[src/rtl/tl_pkg.sv]
// TileLink-UH constants and state type shared by the IL1 refill path.
package tl_pkg;

    localparam logic [2:0] A_GET       = 3'd4;
    localparam logic [2:0] A_PUT_FULL  = 3'd0;

    localparam logic [2:0] D_ACCESS_ACK      = 3'd0;
    localparam logic [2:0] D_ACCESS_ACK_DATA = 3'd1;

    localparam int BEAT_W = 128;
    localparam int MASK_W = 16;

    typedef enum logic [1:0] {
        IDLE,
        ACQ,
        GRANT,
        DONE
    } il1_state_e;

    function automatic int line_off_w(input int beats);
        return $clog2(16 * beats);
    endfunction

endpackage

[src/rtl/il1_refill_master_if.sv]
// Refill request/response plus TileLink A/D channel bundle.
interface il1_refill_master_if
    import tl_pkg::*;
#(
    parameter int LINE_BEATS = 2
);

    logic                         req_valid;
    logic                         req_ready;
    logic [31:0]                  req_addr;
    logic                         flush;

    logic                         rsp_valid;
    logic                         rsp_ready;
    logic [BEAT_W*LINE_BEATS-1:0] rsp_data;
    logic                         rsp_denied;
    logic                         rsp_corrupt;

    logic                         a_valid;
    logic                         a_ready;
    logic [2:0]                   a_opcode;
    logic [2:0]                   a_param;
    logic [7:0]                   a_size;
    logic [2:0]                   a_source;
    logic [31:0]                  a_address;
    logic [MASK_W-1:0]            a_mask;
    logic [BEAT_W-1:0]            a_data;
    logic                         a_corrupt;

    logic                         d_valid;
    logic                         d_ready;
    logic [2:0]                   d_opcode;
    logic [1:0]                   d_param;
    logic [7:0]                   d_size;
    logic [2:0]                   d_source;
    logic [2:0]                   d_sink;
    logic                         d_denied;
    logic [BEAT_W-1:0]            d_data;
    logic                         d_corrupt;

    modport master (
        input  req_valid, req_addr, flush, rsp_ready,
        input  a_ready,
        input  d_valid, d_opcode, d_param, d_size,
        input  d_source, d_sink, d_denied, d_data, d_corrupt,
        output req_ready, rsp_valid, rsp_data,
        output rsp_denied, rsp_corrupt,
        output a_valid, a_opcode, a_param, a_size,
        output a_source, a_address, a_mask, a_data, a_corrupt,
        output d_ready
    );

    modport slave (
        output req_valid, req_addr, flush, rsp_ready,
        output a_ready,
        output d_valid, d_opcode, d_param, d_size,
        output d_source, d_sink, d_denied, d_data, d_corrupt,
        input  req_ready, rsp_valid, rsp_data,
        input  rsp_denied, rsp_corrupt,
        input  a_valid, a_opcode, a_param, a_size,
        input  a_source, a_address, a_mask, a_data, a_corrupt,
        input  d_ready
    );

endinterface

[src/rtl/tl_beat_assembler.sv]
// Beat counter and per-slot line register for multi-beat D responses.
module tl_beat_assembler
    import tl_pkg::*;
#(
    parameter int LINE_BEATS = 2
) (
    input  logic                         clock,
    input  logic                         reset,
    input  logic                         clr,
    input  logic                         wr,
    input  logic [BEAT_W-1:0]            wdata,
    output logic [BEAT_W*LINE_BEATS-1:0] line,
    output logic                         last
);

    localparam int CW = (LINE_BEATS > 1) ? $clog2(LINE_BEATS) : 1;
    localparam logic [CW-1:0] LAST_IDX = CW'(LINE_BEATS - 1);

    logic [CW-1:0]     cnt;
    logic [BEAT_W-1:0] slot_q [LINE_BEATS];

    assign last = (cnt == LAST_IDX);

    // Counter wraps after the last beat so a line never writes past its end.
    always_ff @(posedge clock or posedge reset) begin
        if (reset) begin
            cnt <= '0;
        end else if (clr) begin
            cnt <= '0;
        end else if (wr) begin
            cnt <= last ? '0 : cnt + 1'b1;
        end
    end

    always_ff @(posedge clock or posedge reset) begin
        if (reset) begin
            for (int i = 0; i < LINE_BEATS; i++) begin
                slot_q[i] <= '0;
            end
        end else begin
            for (int i = 0; i < LINE_BEATS; i++) begin
                if (wr && cnt == CW'(i)) begin
                    slot_q[i] <= wdata;
                end
            end
        end
    end

    for (genvar g = 0; g < LINE_BEATS; g++) begin : g_line
        assign line[g*BEAT_W +: BEAT_W] = slot_q[g];
    end

endmodule

[src/rtl/il1_refill_master.sv]
// IL1 refill Get initiator: one line miss -> one Get -> assembled line.
module il1_refill_master
    import tl_pkg::*;
#(
    parameter int         LINE_BEATS = 2,
    parameter logic [2:0] SOURCE_ID  = 3'd0
) (
    input  logic                clock,
    input  logic                reset,
    il1_refill_master_if.master bus
);

    localparam int          OFF_W    = line_off_w(LINE_BEATS);
    localparam logic [31:0] OFF_MASK = 32'((64'd1 << OFF_W) - 64'd1);

    il1_state_e  state, state_d;
    logic [31:0] addr_q;
    logic        denied_q;
    logic        corrupt_q;
    logic        killed_q;
    logic        accept;
    logic        beat;
    logic        last;
    logic        bad_beat;
    logic        unused_d;

    assign accept   = (state == IDLE) && bus.req_valid;
    assign beat     = (state == GRANT) && bus.d_valid;
    assign bad_beat = (bus.d_opcode != D_ACCESS_ACK_DATA)
                   || (bus.d_source != SOURCE_ID);
    assign unused_d = ^{bus.d_param, bus.d_size, bus.d_sink};

    always_ff @(posedge clock or posedge reset) begin
        if (reset) begin
            state <= IDLE;
        end else begin
            state <= state_d;
        end
    end

    // D cannot be abandoned, so a flush in GRANT only suppresses the response.
    always_comb begin
        state_d = state;
        unique case (state)
            IDLE:  if (bus.req_valid) state_d = ACQ;
            ACQ: begin
                if (bus.a_ready)    state_d = GRANT;
                else if (bus.flush) state_d = IDLE;
            end
            GRANT: begin
                if (beat && last) begin
                    state_d = (killed_q || bus.flush) ? IDLE : DONE;
                end
            end
            DONE:  if (bus.rsp_ready || bus.flush) state_d = IDLE;
            default: state_d = IDLE;
        endcase
    end

    always_ff @(posedge clock or posedge reset) begin
        if (reset) begin
            addr_q    <= '0;
            denied_q  <= 1'b0;
            corrupt_q <= 1'b0;
            killed_q  <= 1'b0;
        end else if (accept) begin
            addr_q    <= bus.req_addr & ~OFF_MASK;
            denied_q  <= 1'b0;
            corrupt_q <= 1'b0;
            killed_q  <= 1'b0;
        end else if (state == GRANT) begin
            if (beat) begin
                denied_q  <= denied_q | bus.d_denied;
                corrupt_q <= corrupt_q | bus.d_corrupt | bad_beat;
            end
            if (bus.flush) begin
                killed_q <= 1'b1;
            end
        end
    end

    tl_beat_assembler #(
        .LINE_BEATS (LINE_BEATS)
    ) u_asm (
        .clock (clock),
        .reset (reset),
        .clr   (accept),
        .wr    (beat),
        .wdata (bus.d_data),
        .line  (bus.rsp_data),
        .last  (last)
    );

    assign bus.req_ready   = (state == IDLE);
    assign bus.a_valid     = (state == ACQ);
    assign bus.a_opcode    = bus.a_valid ? A_GET : 3'd0;
    assign bus.a_param     = 3'd0;
    assign bus.a_size      = bus.a_valid ? 8'(OFF_W) : 8'd0;
    assign bus.a_source    = bus.a_valid ? SOURCE_ID : 3'd0;
    assign bus.a_address   = bus.a_valid ? addr_q : 32'd0;
    assign bus.a_mask      = bus.a_valid ? {MASK_W{1'b1}} : '0;
    assign bus.a_data      = '0;
    assign bus.a_corrupt   = 1'b0;
    assign bus.d_ready     = (state == GRANT);
    assign bus.rsp_valid   = (state == DONE);
    assign bus.rsp_denied  = denied_q;
    assign bus.rsp_corrupt = corrupt_q;

endmodule
[src/flat_wrapper.sv]
// flat-port wrapper written by rule: the top's interface ports become plain ports
module il1_refill_master_flat import tl_pkg::*;
#(
    parameter int         LINE_BEATS = 2,
    parameter logic [2:0] SOURCE_ID  = 3'd0
)
  (clock, reset, bus_req_valid, bus_req_addr, bus_flush, bus_rsp_ready, bus_a_ready, bus_d_valid, bus_d_opcode, bus_d_param, bus_d_size, bus_d_source, bus_d_sink, bus_d_denied, bus_d_data, bus_d_corrupt, bus_req_ready, bus_rsp_valid, bus_rsp_data, bus_rsp_denied, bus_rsp_corrupt, bus_a_valid, bus_a_opcode, bus_a_param, bus_a_size, bus_a_source, bus_a_address, bus_a_mask, bus_a_data, bus_a_corrupt, bus_d_ready);
  il1_refill_master_if #(.LINE_BEATS(LINE_BEATS)) bus_i ();
  input  logic clock;
  input  logic reset;
  input wire logic [$bits(bus_i.req_valid)-1:0] bus_req_valid;
  input wire logic [$bits(bus_i.req_addr)-1:0] bus_req_addr;
  input wire logic [$bits(bus_i.flush)-1:0] bus_flush;
  input wire logic [$bits(bus_i.rsp_ready)-1:0] bus_rsp_ready;
  input wire logic [$bits(bus_i.a_ready)-1:0] bus_a_ready;
  input wire logic [$bits(bus_i.d_valid)-1:0] bus_d_valid;
  input wire logic [$bits(bus_i.d_opcode)-1:0] bus_d_opcode;
  input wire logic [$bits(bus_i.d_param)-1:0] bus_d_param;
  input wire logic [$bits(bus_i.d_size)-1:0] bus_d_size;
  input wire logic [$bits(bus_i.d_source)-1:0] bus_d_source;
  input wire logic [$bits(bus_i.d_sink)-1:0] bus_d_sink;
  input wire logic [$bits(bus_i.d_denied)-1:0] bus_d_denied;
  input wire logic [$bits(bus_i.d_data)-1:0] bus_d_data;
  input wire logic [$bits(bus_i.d_corrupt)-1:0] bus_d_corrupt;
  output wire logic [$bits(bus_i.req_ready)-1:0] bus_req_ready;
  output wire logic [$bits(bus_i.rsp_valid)-1:0] bus_rsp_valid;
  output wire logic [$bits(bus_i.rsp_data)-1:0] bus_rsp_data;
  output wire logic [$bits(bus_i.rsp_denied)-1:0] bus_rsp_denied;
  output wire logic [$bits(bus_i.rsp_corrupt)-1:0] bus_rsp_corrupt;
  output wire logic [$bits(bus_i.a_valid)-1:0] bus_a_valid;
  output wire logic [$bits(bus_i.a_opcode)-1:0] bus_a_opcode;
  output wire logic [$bits(bus_i.a_param)-1:0] bus_a_param;
  output wire logic [$bits(bus_i.a_size)-1:0] bus_a_size;
  output wire logic [$bits(bus_i.a_source)-1:0] bus_a_source;
  output wire logic [$bits(bus_i.a_address)-1:0] bus_a_address;
  output wire logic [$bits(bus_i.a_mask)-1:0] bus_a_mask;
  output wire logic [$bits(bus_i.a_data)-1:0] bus_a_data;
  output wire logic [$bits(bus_i.a_corrupt)-1:0] bus_a_corrupt;
  output wire logic [$bits(bus_i.d_ready)-1:0] bus_d_ready;
  assign bus_i.req_valid = bus_req_valid;
  assign bus_i.req_addr = bus_req_addr;
  assign bus_i.flush = bus_flush;
  assign bus_i.rsp_ready = bus_rsp_ready;
  assign bus_i.a_ready = bus_a_ready;
  assign bus_i.d_valid = bus_d_valid;
  assign bus_i.d_opcode = bus_d_opcode;
  assign bus_i.d_param = bus_d_param;
  assign bus_i.d_size = bus_d_size;
  assign bus_i.d_source = bus_d_source;
  assign bus_i.d_sink = bus_d_sink;
  assign bus_i.d_denied = bus_d_denied;
  assign bus_i.d_data = bus_d_data;
  assign bus_i.d_corrupt = bus_d_corrupt;
  assign bus_req_ready = bus_i.req_ready;
  assign bus_rsp_valid = bus_i.rsp_valid;
  assign bus_rsp_data = bus_i.rsp_data;
  assign bus_rsp_denied = bus_i.rsp_denied;
  assign bus_rsp_corrupt = bus_i.rsp_corrupt;
  assign bus_a_valid = bus_i.a_valid;
  assign bus_a_opcode = bus_i.a_opcode;
  assign bus_a_param = bus_i.a_param;
  assign bus_a_size = bus_i.a_size;
  assign bus_a_source = bus_i.a_source;
  assign bus_a_address = bus_i.a_address;
  assign bus_a_mask = bus_i.a_mask;
  assign bus_a_data = bus_i.a_data;
  assign bus_a_corrupt = bus_i.a_corrupt;
  assign bus_d_ready = bus_i.d_ready;
  il1_refill_master #(.LINE_BEATS(LINE_BEATS), .SOURCE_ID(SOURCE_ID)) u_core (.clock(clock), .reset(reset), .bus(bus_i));
endmodule
[config.mk]
export PLATFORM = sky130hd
export DESIGN_NAME = il1_refill_master_flat
export DESIGN_NICKNAME = d
export VERILOG_FILES = /design/src/rtl/tl_pkg.sv /design/src/rtl/il1_refill_master_if.sv /design/src/rtl/tl_beat_assembler.sv /design/src/rtl/il1_refill_master.sv /design/src/flat_wrapper.sv
export SDC_FILE = /design/constraint.sdc
export NUM_CORES = 1
export LEC_CHECK = 0
export ABC_AREA = 1
export ABC_CLOCK_PERIOD_IN_PS = 14650
export CAP_MARGIN = 20
export CORE_AREA = 8 8 245 247
export CTS_CLUSTER_DIAMETER = 50
export DETAILED_ROUTE_END_ITERATION = 8
export DIE_AREA = 0 0 253 255
export GPL_TIMING_DRIVEN = 0
export PLACE_DENSITY = 0.48
export SYNTH_ARGS = -nofsm -noshare
export SYNTH_HDL_FRONTEND = slang
export SYNTH_HIERARCHICAL = 1
export SYNTH_SLANG_ARGS = --single-unit
[constraint.sdc]
create_clock -name clock -period 14.65 [get_ports clock]
set_input_delay 3.6625 -clock clock [delete_from_list [all_inputs] [get_ports clock]]
set_output_delay 3.6625 -clock clock [all_outputs]
set_load 0.05 [all_outputs]
* After elaboration in Yosys (flattened, before gate mapping) *
Index checks and enable logic that the tools add are counted.

storage, ports and cells
  input bits = 188
  flip-flop bits (word level) = 289
  output and inout port bits = 456
  logic and storage cells = 59

operators by class
  bitwise gates (word level) = 4
  add/subtract/negate cells = 1
  reductions and logical operators = 15
  equality and inequality tests = 8
  multiplexer cells = 23

operator list
  cell                                                  count
  two-way mux 32 bit                                    1
  two-way mux 16 bit                                    1
  two-way mux 1 bit                                     12
  two-way mux 2 bit                                     6
  case mux 2 bit (4 select lines)                       1
  two-way mux 3 bit                                     2
  nonzero test 2 bit                                    3
  equality test 2 bit (second input constant)           2
  logical AND 1 bit                                     4
  != test 2 x 1 -> 1 bit (second input constant)        2
  AND reduction 2 bit                                   2
  AND reduction 4 bit                                   1
  logical OR 1 bit                                      3
  != test 3 x 1 -> 1 bit (second input constant)        1
  != test 3 bit (second input constant)                 1
  bitwise OR 1 bit                                      3
  nonzero test 3 bit                                    1
  equality test 2 x 1 -> 1 bit (second input constant)  1
  zero test 2 bit                                       1
  != test 2 bit (second input constant)                 1
  adder 1 bit (second input constant)                   1
  inverter 1 bit                                        1

* Depth between registers and ports, before layout *
Gate-level depths: netlist (run 1).

  word-level depth = 6
  gate-level depth with buffers = 10

* Modules after synthesis *
The synthesis (run 1) kept the hierarchy.

by module, submodules not included
  module             cells an instance  times used  seq. area each (um^2)  area each (um^2)
  tl_beat_assembler  1,118              1           6,431.2                10,114.7
  il1_refill_master  365                1           800.8                  2,935.3

* Worst setup path before layout (run 1) *
OpenSTA, ideal clock, no wires.

  path type = register -> output
  start = reg u_core.state[1]
  end = out bus_a_mask[0]
  slack = 9.156 ns
  buffers on the path = 3
  cell stages (with the launch flop) = 7
  data arrival time = 1.832 ns
  path through = dfrtp_1 inv_1 nand2_1 buf_2 buf_2 inv_1 buf_4

on the way
  longest elaborated chain between the ends = 2

ends and longest elaborated chain
  element                       RTL line                  text
  start: declaration            il1_refill_master.sv:16   il1_state_e state, state_d;
  start signal: assignment      il1_refill_master.sv:37   state <= state_d;
  equality test 2 x 1 -> 1 bit  il1_refill_master.sv:95   assign bus.a_valid = (state == ACQ);
  named net bus_a_valid         flat_wrapper.sv:30        output wire logic [$bits(bus_i.a_valid)-1:0] bus_a_valid;
  two-way mux 16 bit            il1_refill_master.sv:101  assign bus.a_mask = bus.a_valid ? {MASK_W{1'b1}} : '0;
  end: declaration              flat_wrapper.sv:36        output wire logic [$bits(bus_i.a_mask)-1:0] bus_a_mask;

The timed path passes the listed nets, and every way through them passes these cells.

* Worst setup path in the final report (run 1) *
  start = reg u_core.state[1]
  end = out bus_a_mask[3]

on the way
  longest elaborated chain between the ends = 2

ends and longest elaborated chain
  element                       RTL line
  equality test 2 x 1 -> 1 bit  il1_refill_master.sv:95
  two-way mux 16 bit            il1_refill_master.sv:101

Every way passes these cells.

==> flow_summary_export.csv, run 1 <==
group,metric,value,unit
status,status,"completed",
cells_and_area,area_growth_syn_to_layout,60.3,%
clock_tree,cts_buffers,43,
timing,finClkSkew,0.0143,ns
grt,overflow,0,
setup_path,rr_worst_depth,9,
pwr,leakage,10.6,nW
grt,gr-max-usage-layer,"met2",
placement,postPlaceCellArea,19400,sq um
yosys,yosysUniqueCellTypes,23,
cells_and_area,layout.nets,2343,
floorplan,rows,87,
detailed_routing,wl_per_cell,18.5,microns
floorplan,die_area,64500,sq um
yosys,synthCells,1483,
floorplan,core,56000,sq um
timing,period_share,45.9,%
clock_tree,cts_setup_buffers,0,
clock_tree,holdBufCountCts,0,
cells_and_area,drive_above_1_share,17.1,%
grt,met2_usage,28.2,%
grt,grt_antenna_before_repair,8,
clock_tree,cts-resized-gates,0,
setup_path,end_kind,"output pin",
grt,grt_pass1_wl,79300,microns
grt,grt_pass1_vias,12200,
detailed_routing,vias_per_cell,3.98,
yosys,netlist_area,13100,sq um
placement,dp_cells,2866,
cells_and_area,fin_area,20900,sq um
grt,track_usage,16.1,%
min_path,min_path_cells,2,
floorplan,fp.dieW,253,microns
timing,timing.hold.ws,0.468,ns
detailed_routing,ant_nets,0,
clock_tree,cts_sinks,289,
min_path,hold_class,"flip-flop to flip-flop",
yosys,ys_ff_latch,289,
detailed_routing,vias,11700,
placement,port_buffers,477,
clock_tree,ctsHtreeMaxLevel,2,
detailed_routing,dr.pass1.iters,4,
floorplan,fp.dieH,255,microns
clock_tree,clock_latency,0.55,ns
placement,hpwl,41500,microns
setup_path,crit_arrival,3.07,ns
cells_and_area,final_cells,2947,
timing,setup_viol,0,
timing,fmax,0.149,GHz
detailed_routing,remaining_drc_errors,0,
yosys,yosysWarnings,6,
clock_tree,cts_tree,"built",
timing,rsz0062_at_grt,"no",
timing,hold_violations,0,
timing,max_slew_margin,46.1,%
yosys,ys_seq_area_share,55.4,%
setup_path,cp_data_required_time,10.99,ns
pwr,vdd_drop_max,0.000109,V
job,drv_cap,0,
floorplan,ios,644,
setup_path,worstSetupPathType,"flip-flop to output pin",
setup_path,crit_fanout,20,
timing,fin_crit,6.73,ns
timing,final_max_slew_viol_count,0,
detailed_routing,dr.first_iter.drc_count,540,
clock_tree,root_buffer,"clkbuf_16",
yosys,syn_area_per_cell,8.80,sq um
clock_tree,cts_max_path_buffers,3,
grt,use_met1,18.3,%
pwr,p_per_area,260,nW/um^2
clock_tree,clkTransAtPathRegs,0.05,ns
floorplan,initial_core_util,23.3,%
timing,worst_pin_slew,0.806,ns
placement,gp_congestion,0.818,
detailed_routing,totalWireLength,54400,microns
grt,grt_max_degree,118,
grt,grtUsageMet3,5.93,%
setup_path,setup.worst_path.start_class,"flip-flop",
registers in the layout (all words and copies together) (netlist names):
| signal | flops |
|---|---|
| u_core/u_asm/line | 256 |
| u_core/bus.rsp_corrupt | 1 |
| u_core/u_asm/last | 1 |
| u_core/state | 2 |
| u_core/killed_q | 1 |
| u_core/bus.rsp_denied | 1 |
| u_core/addr_q | 27 |
layout make-up:
class                   count  area (sq um)
clock buffers              55          1200
inverters                  44           175
clock inverters            24           305
multi-input cells        1036          4390
diodes                      2          5.00
repair buffers            480          4860
flip-flops and latches    289          7230
well taps                 756           946
fillers                  5766         35000
plain buffers             261          1810
worst max-delay path, stage by stage, from the launching register on:
cell and delay (ns):
dfrtp_1 0.41, inv_1 0.15, nand2_1 0.09, buf_2 0.20
buf_2 0.21, inv_1 0.43, buf_4 0.20, clkdlybuf4s50_1 0.81
final timing paths:
path | endpoint | slack (ns) | start
setup / recovery | bus_a_mask[3] | 7.92 | u_core/state[1]
max in group asynchronous | u_core/u_asm/line[199] | 10.17 | reset
hold / removal | u_core/u_asm/line[82] | 0.47 | u_core/u_asm/line[82]
setup reg to reg | u_core/u_asm/line[153] | 12.51 | u_core/state[1]
min in group asynchronous | u_core/u_asm/line[114] | 3.49 | reset
hold reg to reg | u_core/u_asm/line[82] | 0.47 | u_core/u_asm/line[82]
stage by stage:
| stage | utilization (%) | total power [W] | setup slack, ns | TNS, ns |
|---|---|---|---|---|
| final | 37.4 | 0.00544 | 7.92 | 0 |
| after global routing | 37.4 | 0.00572 | 7.72 | 0 |
| after CTS | 37.4 | 0.00552 | 7.85 | 0 |
| after detailed placement | 34.7 | 0.00440 | 8.47 | 0 |
| after global placement | 34.5 | 0.00438 | -0.237 | -52.34 |
| after floorplan | - | 0.00327 | 3.92 | 0 |
Yosys cell counts (all sizes together):
cell | instances | share of area [%]
nand2 | 558 | 16
inv | 44 | 1.3
nor3 | 1 | 0.038
o21ai | 30 | 1.8
buf | 256 | 14
conb | 1 | 0.029
a21oi | 2 | 0.11
clkbuf | 5 | 0.15
nor2 | 35 | 1.1
o31ai | 1 | 0.058
dfrtp | 289 | 55
nand3 | 261 | 10
cell families (layout without fill, tap and decap cells):
logic type	count (synthesis)	after routing	synth area share (%)
AND/OR/NAND/NOR	855	855	27.5
other	1	150	0.0287
flip-flops	289	289	55.4
AO/OA/AOI/OAI	33	33	1.92
buffers and inverters	305	864	15.1
report_power, final:
| group | switching, W | internal [W] | leakage (nW) |
|---|---|---|---|
| registers | 0.000189 | 0.00114 | 3.67 |
| logic | 0.00211 | 0.000911 | 6.18 |
| clock network | 0.000398 | 0.000688 | 0.738 |
layer usage:
metal | part of all wire (%) | routed length, microns
met1 | 38 | 20800
met2 | 51 | 27500
met3 | 9.1 | 4940
met4 | 2.2 | 1170
met5 | 0.075 | 41
layout by cell type, fill, tap and decap left out, types with 4 or more instances in the layout:
master,Yosys,routed
o21ai_2,21,21
nand3_1,261,261
inv_6,0,5
bufinv_16,0,6
nand2_2,11,11
conb_1,1,148
dfrtp_1,289,289
clkbuf_16,0,43
inv_1,42,41
clkinvlp_4,0,4
clkinv_2,0,8
nor2_1,33,33
clkdlybuf4s50_1,0,477
buf_2,72,72
o21ai_0,9,9
nand2_1,546,546
buf_4,179,179
clkbuf_8,0,8
clkbuf_1,4,8
(Power assumes the default switching activity.)
==> run 2, diff against run 1 <==
--- a/config.mk
+++ b/config.mk
@@ -6,14 +6,14 @@
 export NUM_CORES = 1
 export LEC_CHECK = 0
 export ABC_AREA = 1
-export ABC_CLOCK_PERIOD_IN_PS = 14650
+export ABC_CLOCK_PERIOD_IN_PS = 5700
 export CAP_MARGIN = 20
-export CORE_AREA = 8 8 245 247
+export CORE_AREA = 8 8 247 249
 export CTS_CLUSTER_DIAMETER = 50
 export DETAILED_ROUTE_END_ITERATION = 8
-export DIE_AREA = 0 0 253 255
+export DIE_AREA = 0 0 255 257
 export GPL_TIMING_DRIVEN = 0
-export PLACE_DENSITY = 0.48
+export PLACE_DENSITY = 0.49
 export SYNTH_ARGS = -nofsm -noshare
 export SYNTH_HDL_FRONTEND = slang
 export SYNTH_HIERARCHICAL = 1
==> constraint.sdc (replaced) <==
create_clock -name clock -period 5.7 [get_ports clock]
set_input_delay 1.425 -clock clock [delete_from_list [all_inputs] [get_ports clock]]
set_output_delay 1.425 -clock clock [all_outputs]
set_load 0.05 [all_outputs]
==> run 2 against run 1 <==
Register-to-register slack lost 9.1 ns; via count grew 0.30%; count of clock-buffer cells in the layout grew 4; global-route usage shrank 0.40 points; die area grew 1.6%; flip-flop and latch count is the same; routed wire length shrank 2.0%; sequential power grew to 2.6 times the previous value.
==> flow_summary_export.csv, run 2 (synthesis results as in run 1) <==
group,metric,value,unit
cells_and_area,seq_area,7230,sq um
setup_path,cp_data_required_time,4.28,ns
detailed_routing,vias_per_cell,3.97,
grt,grt_antenna_before_repair,5,
cells_and_area,layout_common_cells,"546 x nand2_1, 477 x clkdlybuf4s50_1, 289 x dfrtp_1",
timing,finClkSkew,0.0186,ns
timing,final_max_slew_viol_count,0,
min_path,holdCritStartpoint,"u_core/u_asm/line[112]",
cells_and_area,fin_area,21000,sq um
floorplan,rows,88,
setup_path,r2r_slack,3.46,ns
detailed_routing,wl_per_cell,18.0,microns
cells_and_area,drive_above_1_share,17.3,%
setup_path,worstPathCellList,"inv_1 -> nand2_1 -> buf_2 -> buf_2 -> inv_1 -> buf_4 -> clkdlybuf4s50_1",
setup_path,crit_fanout,20,
setup_path,worstSetupPathType,"flip-flop to output pin",
min_path,min_path_cells,2,
grt,track_usage,15.7,%
placement,hpwl,41300,microns
cells_and_area,multi_input_area,4390,sq um
timing,worst_slack,1.25,ns
timing,setup_viol,0,
clock_tree,cts_buffers,45,
detailed_routing,vias,11800,
clock_tree,holdBufCountCts,0,
clock_tree,cts_sinks,289,
clock_tree,cts_setup_buffers,0,
cells_and_area,fill_cells,5913,
placement,pre_cts_ws,1.79,ns
timing,hold_violations,0,
clock_tree,clock_latency,0.56,ns
grt,overflow,0,
pwr,internal_power,0.00695,W
pwr,vdd_drop_max,0.000262,V
timing,rsz0062_at_grt,"no",
setup_path,worstReg2RegEnd,"u_core/u_asm/line[230]",
setup_path,cp_top_family,"buffers and inverters",
detailed_routing,totalWireLength,53300,microns
pwr,seq_power_share,24.6,%
clock_tree,cts_max_path_buffers,3,
cells_and_area,fin_util,36.8,%
grt,grt_max_degree,40,
clock_tree,ctsHtreeMaxLevel,2,
timing,timing.hold.ws,0.467,ns
pwr,combPwrFrac,55.9,%
timing,worst_pin_slew,0.769,ns
setup_path,r2r-start,"u_core/state[1]",
cells_and_area,final_common_cell,"nand2_1",
clock_tree,clkTransAtPathRegs,0.05,ns
pwr,leakage,10.6,nW
floorplan,ios,644,
pwr,clockPowerShare,19.4,%
floorplan,fp.dieH,257,microns
clock_tree,cts_tree,"built",
placement,postPlaceCellArea,19500,sq um
timing,max_slew_margin,48.6,%
cells_and_area,area_growth_syn_to_layout,60.8,%
min_path,hold_path_end,"u_core/u_asm/line[112]",
cells_and_area,largest_reg_flops,256,
floorplan,die_area,65500,sq um
pwr,p_sw,0.00692,W
setup_path,crit_arrival,3.03,ns
job,drv_cap,0,
timing,fin_crit,4.45,ns
setup_path,cp_num_buf_inv,6,
setup_path,cp_slowest_stage_delay,0.81,ns
clock_tree,cts-resized-gates,0,
timing,period_share,78.1,%
setup_path,end_kind,"output pin",
timing,fmax,0.225,GHz
cells_and_area,layout.nets,2350,
grt,grt_pass1_wl,79000,microns
grt,grt_pass1_vias,12200,
placement,port_buffers,477,
timing,timing.setup.tns,0,ns
detailed_routing,remaining_drc_errors,0,
setup_path,crit_path_start,"u_core/state[1]",
pwr,p_per_area,661,nW/um^2
detailed_routing,dr.pass1.iters,5,
clock_tree,root_buffer,"clkbuf_16",
setup_path,slowest_stage,"clkdlybuf4s50_1",
setup_path,rr_worst_depth,9,
detailed_routing,dr.first_iter.drc_count,496,
placement,gp_congestion,0.817,
detailed_routing,ant_nets,0,
setup_path,setup.worst_path.start_class,"flip-flop",
pwr,p_sw_share,49.9,%
floorplan,core,57000,sq um
status,status,"completed",
floorplan,initial_core_util,22.9,%
min_path,hold_class,"flip-flop to flip-flop",
floorplan,fp.dieW,255,microns
[run 2: changes by cell type in the layout (fill, tap and decap cells not counted), sizes merged]
| cell | delta |
|---|---|
| buf | +5 |
| bufinv | -4 |
| clkbuf | +4 |
| clkinv | +4 |
| diode | -1 |
| inv | -1 |
[run 2: layer usage]
layer  track usage (%)  part of all wire (%)  wire [microns]  up-vias
met3              5.39                   8.7            4630       83
met4              4.87                   2.9            1530        4
li1                  -                     -               -     5745
met1              17.8                    38           20500     5500
met2              27.5                    50           26600      440
met5                 0                 0.051              27        -
[run 2: power by group through the flow]
stage,registers [W],clock network [W],logic [W]
floorplan,0.00609,0,0.00231
global placement,0.00343,0,0.00781
CTS,0.00343,0.00279,0.00787
detailed placement,0.00345,0,0.00785
global route,0.00353,0.00288,0.00817
finish,0.00342,0.00270,0.00775
[run 2: stage by stage]
step                total power, W  instances
floorplan                  0.00840       1630
global placement            0.0112       2872
finish                      0.0139       2963
detailed placement          0.0113       2880
CTS                         0.0141       2962
global route                0.0146       2963
[run 2: worst max path at each step]
| stage | to | slack [ns] | cells past startpoint |
|---|---|---|---|
| after global routing | bus_a_mask[11] | 1.02 | 7 |
| after CTS | bus_a_mask[8] | 1.17 | 7 |
| after global placement | u_core/u_asm/line[66] | -1.43 | 2 |
| final | bus_a_mask[2] | 1.25 | 7 |
| after floorplan | u_core/u_asm/last | 0.89 | 1 |
| after detailed placement | bus_a_mask[8] | 1.79 | 7 |
[run 2: layout make-up]
| class | count | share of cell area (%) |
|---|---|---|
| tap | 765 | 4.56 |
| sequential | 289 | 34.5 |
| buffer | 261 | 8.62 |
| clock inverter | 23 | 0.984 |
| antenna | 1 | 0.0119 |
| clock buffer | 59 | 6.05 |
| timing repair buffer | 485 | 23.6 |
| multi-input combinational | 1036 | 20.9 |
| inverter | 44 | 0.817 |
[run 2: tightest hold or removal path, delay by kind of cell (launching register included)]
family           cells  cell delay [ns]
DFF                  1             0.34
and+or+nand+nor      2             0.10
==> run 3, diff against run 2 <==
--- a/config.mk
+++ b/config.mk
@@ -6,14 +6,14 @@
 export NUM_CORES = 1
 export LEC_CHECK = 0
 export ABC_AREA = 1
-export ABC_CLOCK_PERIOD_IN_PS = 5700
+export ABC_CLOCK_PERIOD_IN_PS = 4200
 export CAP_MARGIN = 20
-export CORE_AREA = 8 8 247 249
+export CORE_AREA = 8 8 245 247
 export CTS_CLUSTER_DIAMETER = 50
 export DETAILED_ROUTE_END_ITERATION = 8
-export DIE_AREA = 0 0 255 257
+export DIE_AREA = 0 0 253 255
 export GPL_TIMING_DRIVEN = 0
-export PLACE_DENSITY = 0.49
+export PLACE_DENSITY = 0.48
 export SYNTH_ARGS = -nofsm -noshare
 export SYNTH_HDL_FRONTEND = slang
 export SYNTH_HIERARCHICAL = 1
==> constraint.sdc (replaced) <==
create_clock -name clock -period 4.2 [get_ports clock]
set_input_delay 1.05 -clock clock [delete_from_list [all_inputs] [get_ports clock]]
set_output_delay 1.05 -clock clock [all_outputs]
set_load 0.05 [all_outputs]
==> run 3 against run 2 <==
First-iteration DRC count is 3.4% higher; sequential power is 35% higher; sequential share of layout area down 0.12 points; count of clock-buffer cells in the layout decreased by 3.
==> flow_summary_export.csv, run 3 (synthesis results as in run 1) <==
group,metric,value,unit
status,status,"completed",
setup_path,cp_top_family,"buffers and inverters",
cells_and_area,area_growth_syn_to_layout,61.4,%
setup_path,cp_data_required_time,3.15,ns
grt,grt_pass1_wl,78400,microns
detailed_routing,ant_nets,0,
cells_and_area,largest_reg_flops,256,
setup_path,rr_worst_depth,9,
timing,timing.setup.tns,0,ns
timing,hold_violations,0,
min_path,hold_path_end,"u_core/u_asm/line[67]",
timing,timing.hold.ws,0.464,ns
timing,fin_crit,4.01,ns
timing,fmax,0.249,GHz
timing,final_max_slew_viol_count,0,
floorplan,rows,87,
detailed_routing,dr.pass1.iters,5,
setup_path,cp_slowest_stage_delay,0.70,ns
clock_tree,clock_latency,0.57,ns
cells_and_area,fill_cells,5815,
min_path,min_path_cells,2,
timing,period_share,95.5,%
setup_path,crit_fanout,11,
cells_and_area,multi_input_area,4390,sq um
setup_path,worstSetupPathType,"flip-flop to output pin",
placement,gp_congestion,0.807,
placement,postPlaceCellArea,19500,sq um
cells_and_area,fin_area,21100,sq um
floorplan,fp.dieW,253,microns
grt,grt_max_degree,40,
clock_tree,clkTransAtPathRegs,0.05,ns
pwr,p_per_area,901,nW/um^2
clock_tree,holdBufCountCts,0,
timing,max_slew_margin,54.4,%
min_path,hold_class,"flip-flop to flip-flop",
detailed_routing,dr.first_iter.drc_count,513,
clock_tree,cts_tree,"built",
cells_and_area,layout_common_cells,"546 x nand2_1, 473 x clkdlybuf4s50_1, 289 x dfrtp_1",
timing,worst_slack,0.187,ns
cells_and_area,seq_area,7230,sq um
floorplan,die_area,64500,sq um
setup_path,r2r-start,"u_core/state[1]",
setup_path,end_kind,"output pin",
timing,finClkSkew,0.0160,ns
floorplan,initial_core_util,23.3,%
placement,pre_cts_ws,0.619,ns
setup_path,setup.worst_path.start_class,"flip-flop",
detailed_routing,remaining_drc_errors,0,
detailed_routing,vias_per_cell,4.00,
detailed_routing,vias,11900,
clock_tree,cts_sinks,289,
clock_tree,cts_max_path_buffers,3,
setup_path,slowest_stage,"clkdlybuf4s50_1",
min_path,holdCritStartpoint,"u_core/u_asm/line[67]",
floorplan,core,56000,sq um
grt,grt_antenna_before_repair,8,
setup_path,worstReg2RegEnd,"u_core/u_asm/line[153]",
setup_path,cpMostUsedCell,"buf_2",
grt,overflow,0,
pwr,leakage,10.6,nW
timing,setup_viol,0,
grt,grt_pass1_vias,12300,
clock_tree,ctsHtreeMaxLevel,2,
cells_and_area,drive_above_1_share,17.8,%
detailed_routing,wl_per_cell,18.1,microns
setup_path,crit_arrival,2.96,ns
setup_path,r2r_slack,2.00,ns
timing,rsz0062_at_grt,"no",
floorplan,fp.dieH,255,microns
floorplan,ios,644,
placement,hpwl,41200,microns
setup_path,cp_num_buf_inv,6,
pwr,vdd_drop_max,0.000403,V
job,drv_cap,0,
detailed_routing,totalWireLength,53700,microns
pwr,p_total,0.0190,W
timing,worst_pin_slew,0.681,ns
setup_path,worstPathCellList,"inv_1 -> nand2_1 -> buf_2 -> buf_2 -> clkinvlp_4 -> buf_4 -> clkdlybuf4s50_1",
clock_tree,root_buffer,"clkbuf_16",
grt,track_usage,15.8,%
clock_tree,cts_buffers,46,
placement,port_buffers,477,
cells_and_area,final_common_cell,"nand2_1",
cells_and_area,layout.nets,2352,
## run 3: cell count changes in the layout (fill, tap and decap cells not counted), sizes merged
cell / change
clkdlybuf4s50: -4
clkinvlp: +5
inv: +1
clkinv: -1
buf: +4
bufinv: +1
diode: +5
clkbuf: -3
## run 3: area by class of cell
| class | instances | share of cell area (%) |
|---|---|---|
| diodes | 6 | 0.0713 |
| plain buffers | 261 | 8.59 |
| clock buffers | 56 | 5.98 |
| clock inverters | 28 | 1.38 |
| inverters | 44 | 0.832 |
| multi-input cells | 1036 | 20.9 |
| flip-flops and latches | 289 | 34.3 |
| well taps | 756 | 4.49 |
| repair buffers | 485 | 23.4 |
| repair inverters | 1 | 0.0356 |
## run 3: layer usage
layer	GRT usage [%]	part of all wire [%]	vias up
met3	6.12	9.2	87
met5	0	0.065	-
met1	17.7	38	5589
met4	5.23	2.8	6
met2	27.5	50	409
li1	-	-	5771
## run 3: per-stage QoR
stage | std cells | utilization (%)
after floorplan | 1630 | -
after global placement | 2863 | 34.5
after detailed placement | 2871 | 34.8
after CTS | 2955 | 37.6
after global routing | 2960 | 37.6
final | 2962 | 37.6
## run 3: worst min-delay path, cell delays in order (launching register included)
cell     delay, ns
dfrtp_1       0.33
nand2_1       0.05
nand2_1       0.04
## run 3: what timing repair did
item                       CTS  global route
cloned                       0             1
pin swaps                    0             0
resized for setup            1             5
buffers inserted             0             0
setup endpoints to repair   19            19
## run 3: how the worst max path moves through the flow
stage               slack, ns                      to             from  cells after the start
floorplan               -0.24       u_core/u_asm/last            reset                      1
global placement        -2.58  u_core/u_asm/line[169]            reset                      2
detailed placement       0.62           bus_a_mask[7]  u_core/state[1]                      7
CTS                      0.04           bus_a_mask[7]  u_core/state[1]                      7
global route           0.0005           bus_a_mask[6]  u_core/state[1]                      7
finish                   0.19           bus_a_mask[3]  u_core/state[1]                      7
## run 3: power by group
part	internal (W)	switching, W
Combinational	0.00318	0.00735
Clock	0.00234	0.00147
Sequential	0.00398	0.000653
Total	0.00951	0.00947
